==> src/rtl/mem_cmd_splitter.sv <==
// Splits one memory command into bursts of at most MAX_CHUNK bytes and hands
// them out round-robin over NUM_CH command channels.
module mem_cmd_splitter #(
  parameter int unsigned ADDR_WIDTH     = 64,
  parameter int unsigned LEN_WIDTH      = 32,
  parameter int unsigned NUM_CH         = 2,
  parameter int unsigned MAX_CHUNK      = 4096,
  parameter bit          BOUNDARY_SPLIT = 1'b1
) (
  input  logic                           clk,
  input  logic                           rst_n,
  input  logic                           s_cmd_valid,
  output logic                           s_cmd_ready,
  input  logic [ADDR_WIDTH-1:0]          s_cmd_address,
  input  logic [LEN_WIDTH-1:0]           s_cmd_length,
  output logic [NUM_CH-1:0]              m_cmd_valid,
  input  logic [NUM_CH-1:0]              m_cmd_ready,
  output logic [NUM_CH*ADDR_WIDTH-1:0]   m_cmd_address,
  output logic [NUM_CH*LEN_WIDTH-1:0]    m_cmd_length,
  output logic [NUM_CH-1:0]              m_cmd_last,
  output logic                           busy
);

  localparam int unsigned CHW = (NUM_CH > 1) ? $clog2(NUM_CH) : 1;

  typedef enum logic {IDLE, ISSUE} state_t;

  state_t                state;
  logic [ADDR_WIDTH-1:0] cur_addr;
  logic [LEN_WIDTH-1:0]  remaining;
  logic [LEN_WIDTH-1:0]  cur_len;
  logic [CHW-1:0]        ch_ptr;

  logic [ADDR_WIDTH-1:0] nxt_addr;
  logic [LEN_WIDTH-1:0]  nxt_rem;
  logic [LEN_WIDTH-1:0]  nxt_len;
  logic [CHW-1:0]        nxt_ptr;
  logic [CHW-1:0]        load_ptr;

  function automatic logic [LEN_WIDTH-1:0] calc_chunk(
    input logic [ADDR_WIDTH-1:0] addr,
    input logic [LEN_WIDTH-1:0]  rem
  );
    logic [LEN_WIDTH-1:0] lim;
    if (BOUNDARY_SPLIT)
      lim = LEN_WIDTH'(MAX_CHUNK) - LEN_WIDTH'(addr & ADDR_WIDTH'(MAX_CHUNK - 1));
    else
      lim = LEN_WIDTH'(MAX_CHUNK);
    return (rem < lim) ? rem : lim;
  endfunction

  // cur_addr/remaining/cur_len describe the burst currently presented; the
  // next burst is derived from them so it can be loaded on the handshake edge.
  always_comb begin
    nxt_ptr = (NUM_CH == 1) ? '0 : ch_ptr + CHW'(1);
    if (state == IDLE) begin
      nxt_addr = s_cmd_address;
      nxt_rem  = s_cmd_length;
      load_ptr = ch_ptr;
    end else begin
      nxt_addr = cur_addr + ADDR_WIDTH'(cur_len);
      nxt_rem  = remaining - cur_len;
      load_ptr = nxt_ptr;
    end
    nxt_len = calc_chunk(nxt_addr, nxt_rem);
  end

  always_ff @(posedge clk or negedge rst_n) begin
    if (!rst_n) begin
      state         <= IDLE;
      s_cmd_ready   <= 1'b0;
      cur_addr      <= '0;
      remaining     <= '0;
      cur_len       <= '0;
      ch_ptr        <= '0;
      m_cmd_valid   <= '0;
      m_cmd_address <= '0;
      m_cmd_length  <= '0;
      m_cmd_last    <= '0;
    end else begin
      case (state)
        IDLE: begin
          s_cmd_ready <= 1'b1;
          if (s_cmd_valid && s_cmd_ready && (s_cmd_length != '0)) begin
            state                                          <= ISSUE;
            s_cmd_ready                                    <= 1'b0;
            cur_addr                                       <= nxt_addr;
            remaining                                      <= nxt_rem;
            cur_len                                        <= nxt_len;
            m_cmd_valid                                    <= '0;
            m_cmd_valid[load_ptr]                          <= 1'b1;
            m_cmd_address[load_ptr*ADDR_WIDTH +: ADDR_WIDTH] <= nxt_addr;
            m_cmd_length[load_ptr*LEN_WIDTH +: LEN_WIDTH]    <= nxt_len;
            m_cmd_last[load_ptr]                           <= (nxt_len == nxt_rem);
          end
        end
        ISSUE: begin
          if (m_cmd_ready[ch_ptr]) begin
            ch_ptr      <= nxt_ptr;
            m_cmd_valid <= '0;
            if (cur_len == remaining) begin
              state       <= IDLE;
              s_cmd_ready <= 1'b1;
            end else begin
              cur_addr                                         <= nxt_addr;
              remaining                                        <= nxt_rem;
              cur_len                                          <= nxt_len;
              m_cmd_valid[load_ptr]                            <= 1'b1;
              m_cmd_address[load_ptr*ADDR_WIDTH +: ADDR_WIDTH] <= nxt_addr;
              m_cmd_length[load_ptr*LEN_WIDTH +: LEN_WIDTH]    <= nxt_len;
              m_cmd_last[load_ptr]                             <= (nxt_len == nxt_rem);
            end
          end
        end
        default: state <= IDLE;
      endcase
    end
  end

  assign busy = (state == ISSUE);

endmodule

==> config.mk <==
export PLATFORM = sky130hd
export DESIGN_NAME = mem_cmd_splitter
export DESIGN_NICKNAME = d
export VERILOG_FILES = /design/src/rtl/mem_cmd_splitter.sv
export SDC_FILE = /design/constraint.sdc
export NUM_CORES = 1
export LEC_CHECK = 0
export ABC_CLOCK_PERIOD_IN_PS = 4500
export CORE_MARGIN = 1.5
export CORE_UTILIZATION = 45
export CTS_CLUSTER_DIAMETER = 40
export CTS_CLUSTER_SIZE = 12
export DETAILED_ROUTE_END_ITERATION = 7
export PLACE_DENSITY_LB_ADDON = 0.12
export SLEW_MARGIN = 20
export SYNTH_ARGS = -nofsm -noshare
export SYNTH_HDL_FRONTEND = slang
export SYNTH_SLANG_ARGS = --single-unit
==> constraint.sdc <==
create_clock -name clk -period 4.5 [get_ports clk]
set_clock_uncertainty 0.15 [all_clocks]
set_input_delay 0.45 -clock clk [delete_from_list [all_inputs] [get_ports clk]]
set_output_delay 0.45 -clock clk [all_outputs]
set_load 0.01 [all_outputs]
==> results of run 1 <==
[timing repair]
item	in CTS	in global routing
hold endpoints to repair	105	0
pin swaps	23	16
endpoints found under the setup margin	40	43
hold buffers	1	0
resized for setup	42	42
setup buffers	9	10
cloned	0	1
[per-stage QoR]
step / utilization, % / instance area [um2] / hold WS (ns) / setup slack, ns / instances
floorplan: - / 19200 / 0.00441 / -0.158 / 2184
global placement: 56.6 / 23700 / 0.310 / -0.260 / 3049
detailed placement: 56.6 / 23700 / 0.318 / -0.330 / 3049
CTS: 61.6 / 25800 / 0.263 / -0.0540 / 3158
global route: 62.3 / 26100 / 0.309 / -0.252 / 3172
finish: 62.3 / 26100 / 0.298 / -0.0506 / 3173
[state kept, by name, summed over array words and instances (netlist names)]
name,cells
m_cmd_address,128
cur_addr,64
m_cmd_length,64
cur_len,32
remaining,32
m_cmd_last,2
m_cmd_valid,2
busy,1
ch_ptr,1
s_cmd_ready,1
[worst max-delay path by stage]
| stage | from | to | slack, ns | depth (start not counted) |
|---|---|---|---|---|
| floorplan | cur_len[0] | m_cmd_length[0] | -0.16 | 18 |
| global placement | cur_addr[1] | m_cmd_length[6] | -0.26 | 18 |
| detailed placement | cur_addr[1] | m_cmd_length[35] | -0.33 | 18 |
| CTS | cur_len[1] | cur_len[1] | -0.05 | 19 |
| global route | cur_len[0] | cur_len[1] | -0.25 | 19 |
| finish | cur_len[0] | cur_len[5] | -0.05 | 18 |
[layout make-up]
type	count	area (um2)
fillers	3664	15800
multi-input cells	1658	10600
flip-flops and latches	327	8190
repair buffers	486	4540
clock buffers	59	1410
well taps	539	674
clock inverters	40	475
inverters	60	228
diodes	4	10.0
[critical path: stages, from the launching register on]
cell	delay [ns]
dfrtp_1	0.40
ha_4	0.19
fa_2	0.40
a211oi_4	0.31
o21ai_2	0.10
a211o_1	0.30
xor2_1	0.16
mux2i_2	0.18
nand4_1	0.18
xor2_2	0.19
ha_1	0.31
nor2b_1	0.13
o21ai_1	0.11
nand2_1	0.07
a31oi_2	0.17
or4b_4	0.55
nor2_4	0.16
buf_12	0.20
o311ai_0	0.12
[cells in the final DEF, fill, tap and decap left out, drive strengths merged, types with 60 or more instances in the layout]
master / synthesis / final
buf: 32 / 186
nor2: 171 / 171
a21oi: 112 / 112
clkbuf: 107 / 61
inv: 60 / 77
clkdlybuf4s50: 0 / 297
nand2: 352 / 352
mux2i: 60 / 60
ha: 76 / 76
dfrtp: 327 / 327
nand3: 67 / 67
o21ai: 161 / 161
[metal layers]
metal	global-route usage [%]	wire, um
met5	0	0
met3	6.03	4710
met1	41.0	29100
met4	13.0	2700
met2	47.3	29800
[power groups by stage]
stage | logic, mW | registers [mW] | clock network, mW
floorplan | 7.81 | 4.95 | 0
global placement | 14.1 | 4.91 | 0
detailed placement | 14.2 | 4.93 | 0
CTS | 14.8 | 4.92 | 4.37
global route | 16.6 | 5.06 | 4.50
finish | 15.3 | 4.93 | 4.30
[cells by family after synthesis]
logic type / count (synthesis) / share of synthesized area (%)
mux: 64 / 3.38
buf+inv: 199 / 4.04
fa+ha+maj: 78 / 5.18
simple gates: 851 / 20.6
compound gates: 584 / 20.2
xor+xnor: 81 / 3.79
flops: 327 / 42.8
==> out/metrics.csv, run 1 <==
metric,value,unit
Synth Instances,2184,
DRC violations left,0,
Initial Utilization,45.6,%
most numerous cell in the Yosys netlist,nand2_1,
Die Span Y,209,um
Fmax,0.220,GHz
fin. max-slew vios,0,
I/O Pins,299,
Yosys top cell by area,dfrtp_1,
Max Cap Violations,0,
worst setup margin,-0.0506,ns
vias per cell,5.85,
Tightest Pin Transition,1.06,ns
Root Buffer,clkbuf_16,
Synth cell types,77,
DRT Pass-1 Iters,6,
drt wl/cell,20.9,um
DRT antenna net count,0,
DP HPWL,48.4,mm
clock sink total,327,
switching share of total power,44.5,%
failing checks,setup timing,
clock buffer depth,3,
worst r2r src,cur_len[0],
initial antenna violation count,4,
worst r2r dst,cur_len[5],
Clock transition at path regs,0.05,ns
largest net degree at the start of global routing,111,
leakage power,11.8,nW
gpl congestion,0.962,
Internal,13.6,mW
Post-synth EDFFs,0,
Max-slew headroom,29.4,%
Die W,209,um
gr usage total,30.3,%
crit path capture type,flip-flop,
clock network latency to the later pin of the worst-skew pair,0.61,ns
total power,24.6,mW
unrepaired setup endpoints after global routing,true,
H-tree Lvls,2,
WP data required,4.79,ns
Fin. Hold Viols,0,
syn_nets,2363,
worst reg-to-reg path cell count,18,
type of the worst min-delay path,in2async,
clock period minus worst slack,4.55,ns
total gr overflow,0,
Setup-failing EPs final,20,
port buffer count,298,
crit share post-route,101,%
Worst Path Arrival,4.84,ns
Die Area,0.0437,mm2
Max VDD drop,0.591,mV
Layout Nets,2766,
power share of the combinational group,62.4,%
global-route wire length before repair,105,mm
CTS tree,yes,
WS Path Type,reg2reg,
PwrDens,940,mW/mm2
sequential element share of the synthesized area,42.8,%
Vias,18600,
Rows,75,
register bit total from synthesis,327,
ratio of cells with drive above 1 in the final layout,14.1,%
syn avg cell area,8.76,um2
most frequent cells after synthesis,"nand2_1 (352), dfrtp_1 (327), nor2_1 (171)",
Mapped Area,0.0191,mm2
area of the core,0.0419,mm2
Clock Power Share,17.5,%
Setup TNS Final,-0.369,ns
synth top area cells,"dfrtp_1 (43%), nand2_1 (6.9%), ha_1 (5.0%), o21ai_0 (4.2%), nor2_1 (3.4%)",
Psw,10.9,mW
DR iter-0 viols,1628,
vias in the first global route,18500,
outcome,finished with violations,
"Max FO, Critical Path",25,
WL final,66.3,mm
area delta synth->final,36.6,%
fraction of registers with async set/reset,100,%
Yosys top cell area share,42.8,%
reg2reg setup slack,-0.05,ns
"Primary FF master, synth",dfrtp_1,
Num CTS Buffers,54,
critical path launch point type,flip-flop,
Seq pwr share,20.1,%
Yosys warnings,0,
No activity file was read; power rests on OpenSTA's default activity.
==> inputs of run 2 (changes only) <==
--- a/config.mk
+++ b/config.mk
@@ -5,7 +5,7 @@
 export SDC_FILE = /design/constraint.sdc
 export NUM_CORES = 1
 export LEC_CHECK = 0
-export ABC_CLOCK_PERIOD_IN_PS = 4500
+export ABC_CLOCK_PERIOD_IN_PS = 5200
 export CORE_MARGIN = 1.5
 export CORE_UTILIZATION = 45
 export CTS_CLUSTER_DIAMETER = 40
==> constraint.sdc (replaced) <==
create_clock -name clk -period 5.2 [get_ports clk]
set_clock_uncertainty 0.15 [all_clocks]
set_input_delay 0.52 -clock clk [delete_from_list [all_inputs] [get_ports clk]]
set_output_delay 0.52 -clock clk [all_outputs]
set_load 0.01 [all_outputs]
==> out/metrics.csv, run 2 (synthesis results as in run 1) <==
metric,value,unit,change
outcome,completed,,was finished with violations
Root Buffer,clkbuf_16,,unchanged
clock network latency to the later pin of the worst-skew pair,0.61,ns,about the same
"Core Util, Final",59.6,%,was 62.3%
global-route wire length before repair,102,mm,was 105 mm
Top Registers,"m_cmd_address: 128 flops, cur_addr: 64 flops, m_cmd_length: 64 flops",,unchanged
Max Cap Violations,0,,unchanged
reg2reg setup slack,0.32,ns,was -0.05 ns
GRT met1 Usage,41.2,%,was 41.0%
DRT Pass-1 Iters,6,,unchanged
WS Path Type,reg2reg,,unchanged
WL final,65.0,mm,was 66.3 mm
pre-CTS setup slack,-0.0291,ns,was -0.330 ns
total gr overflow,0,,unchanged
I/O Pins,299,,unchanged
crit path capture type,flip-flop,,unchanged
"commonest non-fill, non-tap cell in the layout",nand2_1,,unchanged
Die Span Y,209,um,unchanged
max reg flops,128,,unchanged
Max-slew headroom,29.6,%,was 29.4%
Initial Utilization,45.6,%,unchanged
initial antenna violation count,1,,was 4
Placement Cell Area,0.0229,mm2,was 0.0237 mm2
Die Area,0.0437,mm2,unchanged
DR iter-0 viols,1612,,was 1628
area delta synth->final,30.8,%,was 36.6%
Layout Nets,2659,,was 2766
worst reg-to-reg path cell count,21,,was 18
"Max FO, Critical Path",8,,was 25
CTS tree,yes,,unchanged
Biggest register,m_cmd_address,,unchanged
area of the core,0.0419,mm2,unchanged
Clock transition at path regs,0.06,ns,was 0.05 ns
Worst Path Arrival,5.25,ns,was 4.84 ns
gr usage total,29.6,%,was 30.3%
vias in the first global route,17700,,was 18500
crit share post-route,93.9,%,was 101%
placed insts,2955,,was 3049
clock buffer depth,3,,unchanged
clock sink total,327,,unchanged
Fin. Hold Viols,0,,unchanged
"commonest non-fill, non-tap cells in the layout","nand2_1 (349), dfrtp_1 (326), clkdlybuf4s50_1 (297), nor2_1 (168), o21ai_0 (158)",,"was nand2_1 (349), dfrtp_1 (326), clkdlybuf4s50_1 (297), buf_4 (175), nor2_1 (167)"
critical path launch point type,flip-flop,,unchanged
fin cells,3066,,was 3173
Tightest Pin Transition,1.06,ns,about the same
Die W,209,um,unchanged
Vias,18000,,was 18600
DP HPWL,46.8,mm,was 48.4 mm
gpl congestion,0.933,,was 0.962
Setup-failing EPs final,0,,was 20
vias per cell,5.88,,was 5.85
# fillers,3719,,was 3664
type of the worst min-delay path,reg2reg,,was in2async
Fmax,0.205,GHz,was 0.220 GHz
GR peak layer,met2,,unchanged
port buffer count,298,,unchanged
WP data required,5.57,ns,was 4.79 ns
GRT met2 Usage,47.0,%,was 47.3%
H-tree Lvls,2,,unchanged
total power,19.8,mW,was 24.6 mW
register area,0.00819,mm2,unchanged
fin. max-slew vios,0,,unchanged
Num CTS Buffers,56,,was 54
Max VDD drop,0.608,mV,was 0.591 mV
leakage power,11.2,nW,was 11.8 nW
drt wl/cell,21.2,um,was 20.9 um
unrepaired setup endpoints after global routing,false,,was true
Finished Cell Area,0.0250,mm2,was 0.0261 mm2
PwrDens,793,mW/mm2,was 940 mW/mm2
DRT antenna net count,0,,unchanged
ratio of cells with drive above 1 in the final layout,8.99,%,was 14.1%
largest net degree at the start of global routing,140,,was 111
worst setup margin,0.316,ns,was -0.0506 ns
clock period minus worst slack,4.88,ns,was 4.55 ns
met3 usage,5.32,%,was 6.03%
Rows,75,,unchanged
Min-Delay Path Depth,2,,
DRC violations left,0,,unchanged
area of the multi-input gates,0.0103,mm2,was 0.0106 mm2
## run 2: cell count changes in the layout (fill, tap and decap cells not counted), moves of 4 or more
cell	delta
o311ai_1	-17
ha_4	-5
o21ai_0	+6
a21oi_1	+6
o311ai_0	+19
a21oi_2	-5
buf_4	-104
clkbuf_8	+5
o21ai_1	-4
clkinv_2	-5
## run 2: worst max-delay path: stages, from the launching register on
cell	delay, ns
dfrtp_1	0.38
ha_2	0.23
fa_2	0.46
a21oi_2	0.20
and3b_1	0.21
a211oi_2	0.23
buf_4	0.17
nand3_1	0.13
nor2_2	0.17
nand2_2	0.10
xor2_2	0.16
ha_1	0.29
a21o_1	0.17
a21oi_2	0.12
nor2b_1	0.05
o21ai_1	0.12
nand2_1	0.08
a31oi_2	0.17
or4b_4	0.49
buf_4	0.18
or4_1	0.42
o311ai_1	0.10
## run 2: final timing paths
check,startpoint,to
max in group asynchronous,rst_n,cur_addr[50]
setup reg to reg,cur_addr[0],m_cmd_length[32]
hold / removal,m_cmd_address[78],m_cmd_address[78]
setup / recovery,cur_addr[0],m_cmd_length[32]
min in group asynchronous,rst_n,m_cmd_address[16]
hold reg to reg,m_cmd_address[78],m_cmd_address[78]
## run 2: layout make-up
class | instances | share of cell area (%)
tap | 539 | 2.70
antenna | 1 | 0.0100
timing repair buffer | 377 | 14.7
clock inverter | 39 | 1.80
sequential | 327 | 32.7
clock buffer | 65 | 6.02
multi-input combinational | 1658 | 41.2
inverter | 60 | 0.900
## run 2: metal layers
metal,vias up,share of wire (%),wire length [um]
li1,8488,-,-
met1,8830,46,29600
met2,618,46,29800
met3,90,6.1,3940
met4,0,2.6,1660
met5,-,0,0
## run 2: power by group
| group | total (mW) | switching [mW] | internal (mW) |
|---|---|---|---|
| registers | 4.26 | 0.751 | 3.51 |
| logic | 11.8 | 6.79 | 5.00 |
| clock network | 3.78 | 1.45 | 2.33 |
| total | 19.8 | 8.99 | 10.8 |
## run 2: timing repair
action / 4_1_cts / 5_1_grt
hold buffers: 1 / 0
pin swaps: 0 / 6
endpoints found under the setup margin: 3 / 39
gates resized for setup: 3 / 18
hold endpoints to repair: 104 / 0
setup buffers: 0 / 5
## run 2: stage by stage
step           TNS, ns  hold slack (ns)
2_1_floorplan        0           0.0744
6_report             0            0.324
4_1_cts              0            0.328
5_1_grt              0            0.335
3_3_place_gp         0            0.310
3_5_place_dp   -0.0333            0.314
==> inputs of run 3 (changes only) <==
--- a/config.mk
+++ b/config.mk
@@ -6,13 +6,11 @@
 export NUM_CORES = 1
 export LEC_CHECK = 0
 export ABC_CLOCK_PERIOD_IN_PS = 5200
-export CORE_MARGIN = 1.5
 export CORE_UTILIZATION = 45
 export CTS_CLUSTER_DIAMETER = 40
 export CTS_CLUSTER_SIZE = 12
 export DETAILED_ROUTE_END_ITERATION = 7
 export PLACE_DENSITY_LB_ADDON = 0.12
-export SLEW_MARGIN = 20
 export SYNTH_ARGS = -nofsm -noshare
 export SYNTH_HDL_FRONTEND = slang
 export SYNTH_SLANG_ARGS = --single-unit
==> out/metrics.csv, run 3 (synthesis results as in run 1) <==
metric,value,unit,change
outcome,completed,,unchanged
largest net degree at the start of global routing,129,,was 140
Fmax,0.201,GHz,was 0.205 GHz
CP max stage delay,0.50,ns,was 0.49 ns
placed insts,2955,,unchanged
gpl congestion,0.903,,was 0.933
unrepaired setup endpoints after global routing,false,,unchanged
"Largest delay share family, worst path",compound AO/OA/AOI/OAI gates,,was simple AND/OR/NAND/NOR gates
CP Cell Sequence,ha_1 > fa_2 > a211oi_2 > buf_4 > o21ai_0 > a211o_1 > xor2_1 > mux2i_1 > buf_4 > xnor2_1 > ha_1 > a21oi_1 > nor2b_1 > o21ai_0 > nand2_1 > a31oi_1 > or4b_4 > buf_4 > or4_1 > o311ai_1,,was ha_2 > fa_2 > a21oi_2 > and3b_1 > a211oi_2 > buf_4 > nand3_1 > nor2_2 > nand2_2 > xor2_2 > ha_1 > a21o_1 > a21oi_2 > nor2b_1 > o21ai_1 > nand2_1 > a31oi_2 > or4b_4 > buf_4 > or4_1 > o311ai_1
slowest CP cell,or4b_4,,unchanged
"commonest non-fill, non-tap cells in the layout","nand2_1 (350), dfrtp_1 (326), clkdlybuf4s50_1 (297), nor2_1 (168), o21ai_0 (160)",,"was nand2_1 (349), dfrtp_1 (326), clkdlybuf4s50_1 (297), nor2_1 (168), o21ai_0 (158)"
WS Path Type,reg2reg,,unchanged
Vias,18000,,about the same
Setup-failing EPs final,0,,unchanged
max reg flops,128,,unchanged
I/O Pins,299,,unchanged
# fillers,3678,,was 3719
Root Buffer,clkbuf_16,,unchanged
Finished Cell Area,0.0250,mm2,about the same
pre-CTS setup slack,-0.0102,ns,was -0.0291 ns
"Max FO, Critical Path",8,,unchanged
Top Registers,"m_cmd_address: 128 flops, cur_addr: 64 flops, m_cmd_length: 64 flops",,unchanged
GRT met1 Usage,40.6,%,was 41.2%
type of the worst min-delay path,reg2reg,,unchanged
DRC violations left,0,,unchanged
vias in the first global route,17600,,was 17700
total gr overflow,0,,unchanged
vias per cell,5.88,,about the same
"Core Util, Final",59.6,%,about the same
PwrDens,785,mW/mm2,was 793 mW/mm2
Clock transition at path regs,0.05,ns,was 0.06 ns
Num CTS Buffers,56,,unchanged
Die W,208,um,was 209 um
Rows,75,,unchanged
Placement Cell Area,0.0229,mm2,unchanged
Fin. Hold Viols,0,,unchanged
clock network latency to the later pin of the worst-skew pair,0.62,ns,was 0.61 ns
leakage power,11.2,nW,about the same
drt wl/cell,21.1,um,was 21.2 um
H-tree Lvls,2,,unchanged
clock period minus worst slack,4.98,ns,was 4.88 ns
gr usage total,29.7,%,was 29.6%
initial antenna violation count,2,,was 1
Seq pwr share,21.6,%,was 21.5%
ratio of cells with drive above 1 in the final layout,8.60,%,was 8.99%
CTS tree,yes,,unchanged
clock buffer depth,3,,unchanged
crit path capture type,flip-flop,,unchanged
met3 usage,6.11,%,was 5.32%
total power,19.6,mW,was 19.8 mW
GR peak layer,met2,,unchanged
register area,0.00819,mm2,unchanged
Tightest Pin Transition,1.12,ns,was 1.06 ns
Die Area,0.0433,mm2,was 0.0437 mm2
area of the core,0.0419,mm2,unchanged
Internal,10.8,mW,about the same
DR iter-0 viols,1472,,was 1612
CP most frequent cell,buf_4,,
global-route wire length before repair,102,mm,about the same
Max-slew headroom,25.3,%,was 29.6%
Clock Power Share,20.0,%,was 19.1%
hold_ws,0.327,ns,was 0.324 ns
Psw,8.87,mW,was 8.99 mW
crit share post-route,95.7,%,was 93.9%
DRT Pass-1 Iters,6,,unchanged
DP HPWL,46.4,mm,was 46.8 mm
worst setup margin,0.221,ns,was 0.316 ns
Biggest register,m_cmd_address,,unchanged
area of the multi-input gates,0.0103,mm2,about the same
"commonest non-fill, non-tap cell in the layout",nand2_1,,unchanged
clock sink total,327,,unchanged
fin. max-slew vios,0,,unchanged
DRT antenna net count,0,,unchanged
critical path launch point type,flip-flop,,unchanged
WP data required,5.54,ns,was 5.57 ns
power share of the combinational group,58.4,%,was 59.5%
fin cells,3065,,was 3066
Max Cap Violations,0,,unchanged
Initial Utilization,45.6,%,unchanged
WP buf/inv,3,,was 2
switching share of total power,45.2,%,was 45.3%
Max VDD drop,0.408,mV,was 0.608 mV
port buffer count,298,,unchanged
Worst Path Arrival,5.32,ns,was 5.25 ns
WL final,64.7,mm,was 65.0 mm
Layout Nets,2656,,was 2659
area delta synth->final,30.8,%,about the same
Setup TNS Final,0,ns,unchanged
GRT met2 Usage,46.8,%,was 47.0%
Die Span Y,208,um,was 209 um
-- run 3: changes by cell type in the layout (fill, tap and decap cells not counted), sizes merged --
cell / delta
clkbuf: +3
bufinv: +2
diode: +1
clkinvlp: +1
buf: -3
clkinv: -5
-- run 3: worst paths after layout --
kind | from | end | slack (ns) | cells past startpoint
worst max-delay path | cur_len[0] | m_cmd_length[32] | 0.22 | 20
worst min-delay path | m_cmd_address[91] | m_cmd_address[91] | 0.33 | 2
worst max register to register | cur_len[0] | m_cmd_length[32] | 0.22 | 20
worst min register to register | m_cmd_address[91] | m_cmd_address[91] | 0.33 | 2
max in group asynchronous | rst_n | m_cmd_address[96] | 3.27 | 3
min in group asynchronous | rst_n | m_cmd_address[17] | 0.34 | 2
-- run 3: tightest hold or removal path: cells and delay by family (launching register included) --
family	cells	cell delay, ns
compound gates	1	0.06
flops	1	0.34
simple gates	1	0.05
-- run 3: cell type report --
cell class              instances  share of cell area, %
flip-flops and latches        327                   32.7
clock inverters                37                   1.86
multi-input cells            1658                   41.0
diodes                          2                 0.0200
inverters                      60                  0.900
clock buffers                  68                   6.19
well taps                     539                   2.70
repair buffers                374                   14.6
-- run 3: per-layer routing --
metal | wire length, um | vias to the layer above | share of wire, %
li1 | - | 8467 | -
met1 | 28800 | 8811 | 45
met2 | 29400 | 632 | 45
met3 | 4510 | 112 | 7.0
met4 | 1990 | 0 | 3.1
met5 | 0 | - | 0
-- run 3: power groups by stage --
stage / Sequential [mW] / Clock, mW / Combinational (mW)
after floorplan: 4.28 / 0 / 6.62
after global placement: 4.25 / 0 / 11.1
after detailed placement: 4.26 / 0 / 11.2
after CTS: 4.24 / 3.98 / 11.3
after global routing: 4.37 / 4.10 / 12.5
final: 4.25 / 3.93 / 11.5
-- run 3: what timing repair did --
item,4_1_cts,5_1_grt
hold buffers,1,0
buffers inserted,0,2
cloned,0,0
endpoints found under the hold margin,77,0
endpoints found under the setup margin,7,39
gates resized for setup,1,9
pin swaps,0,3
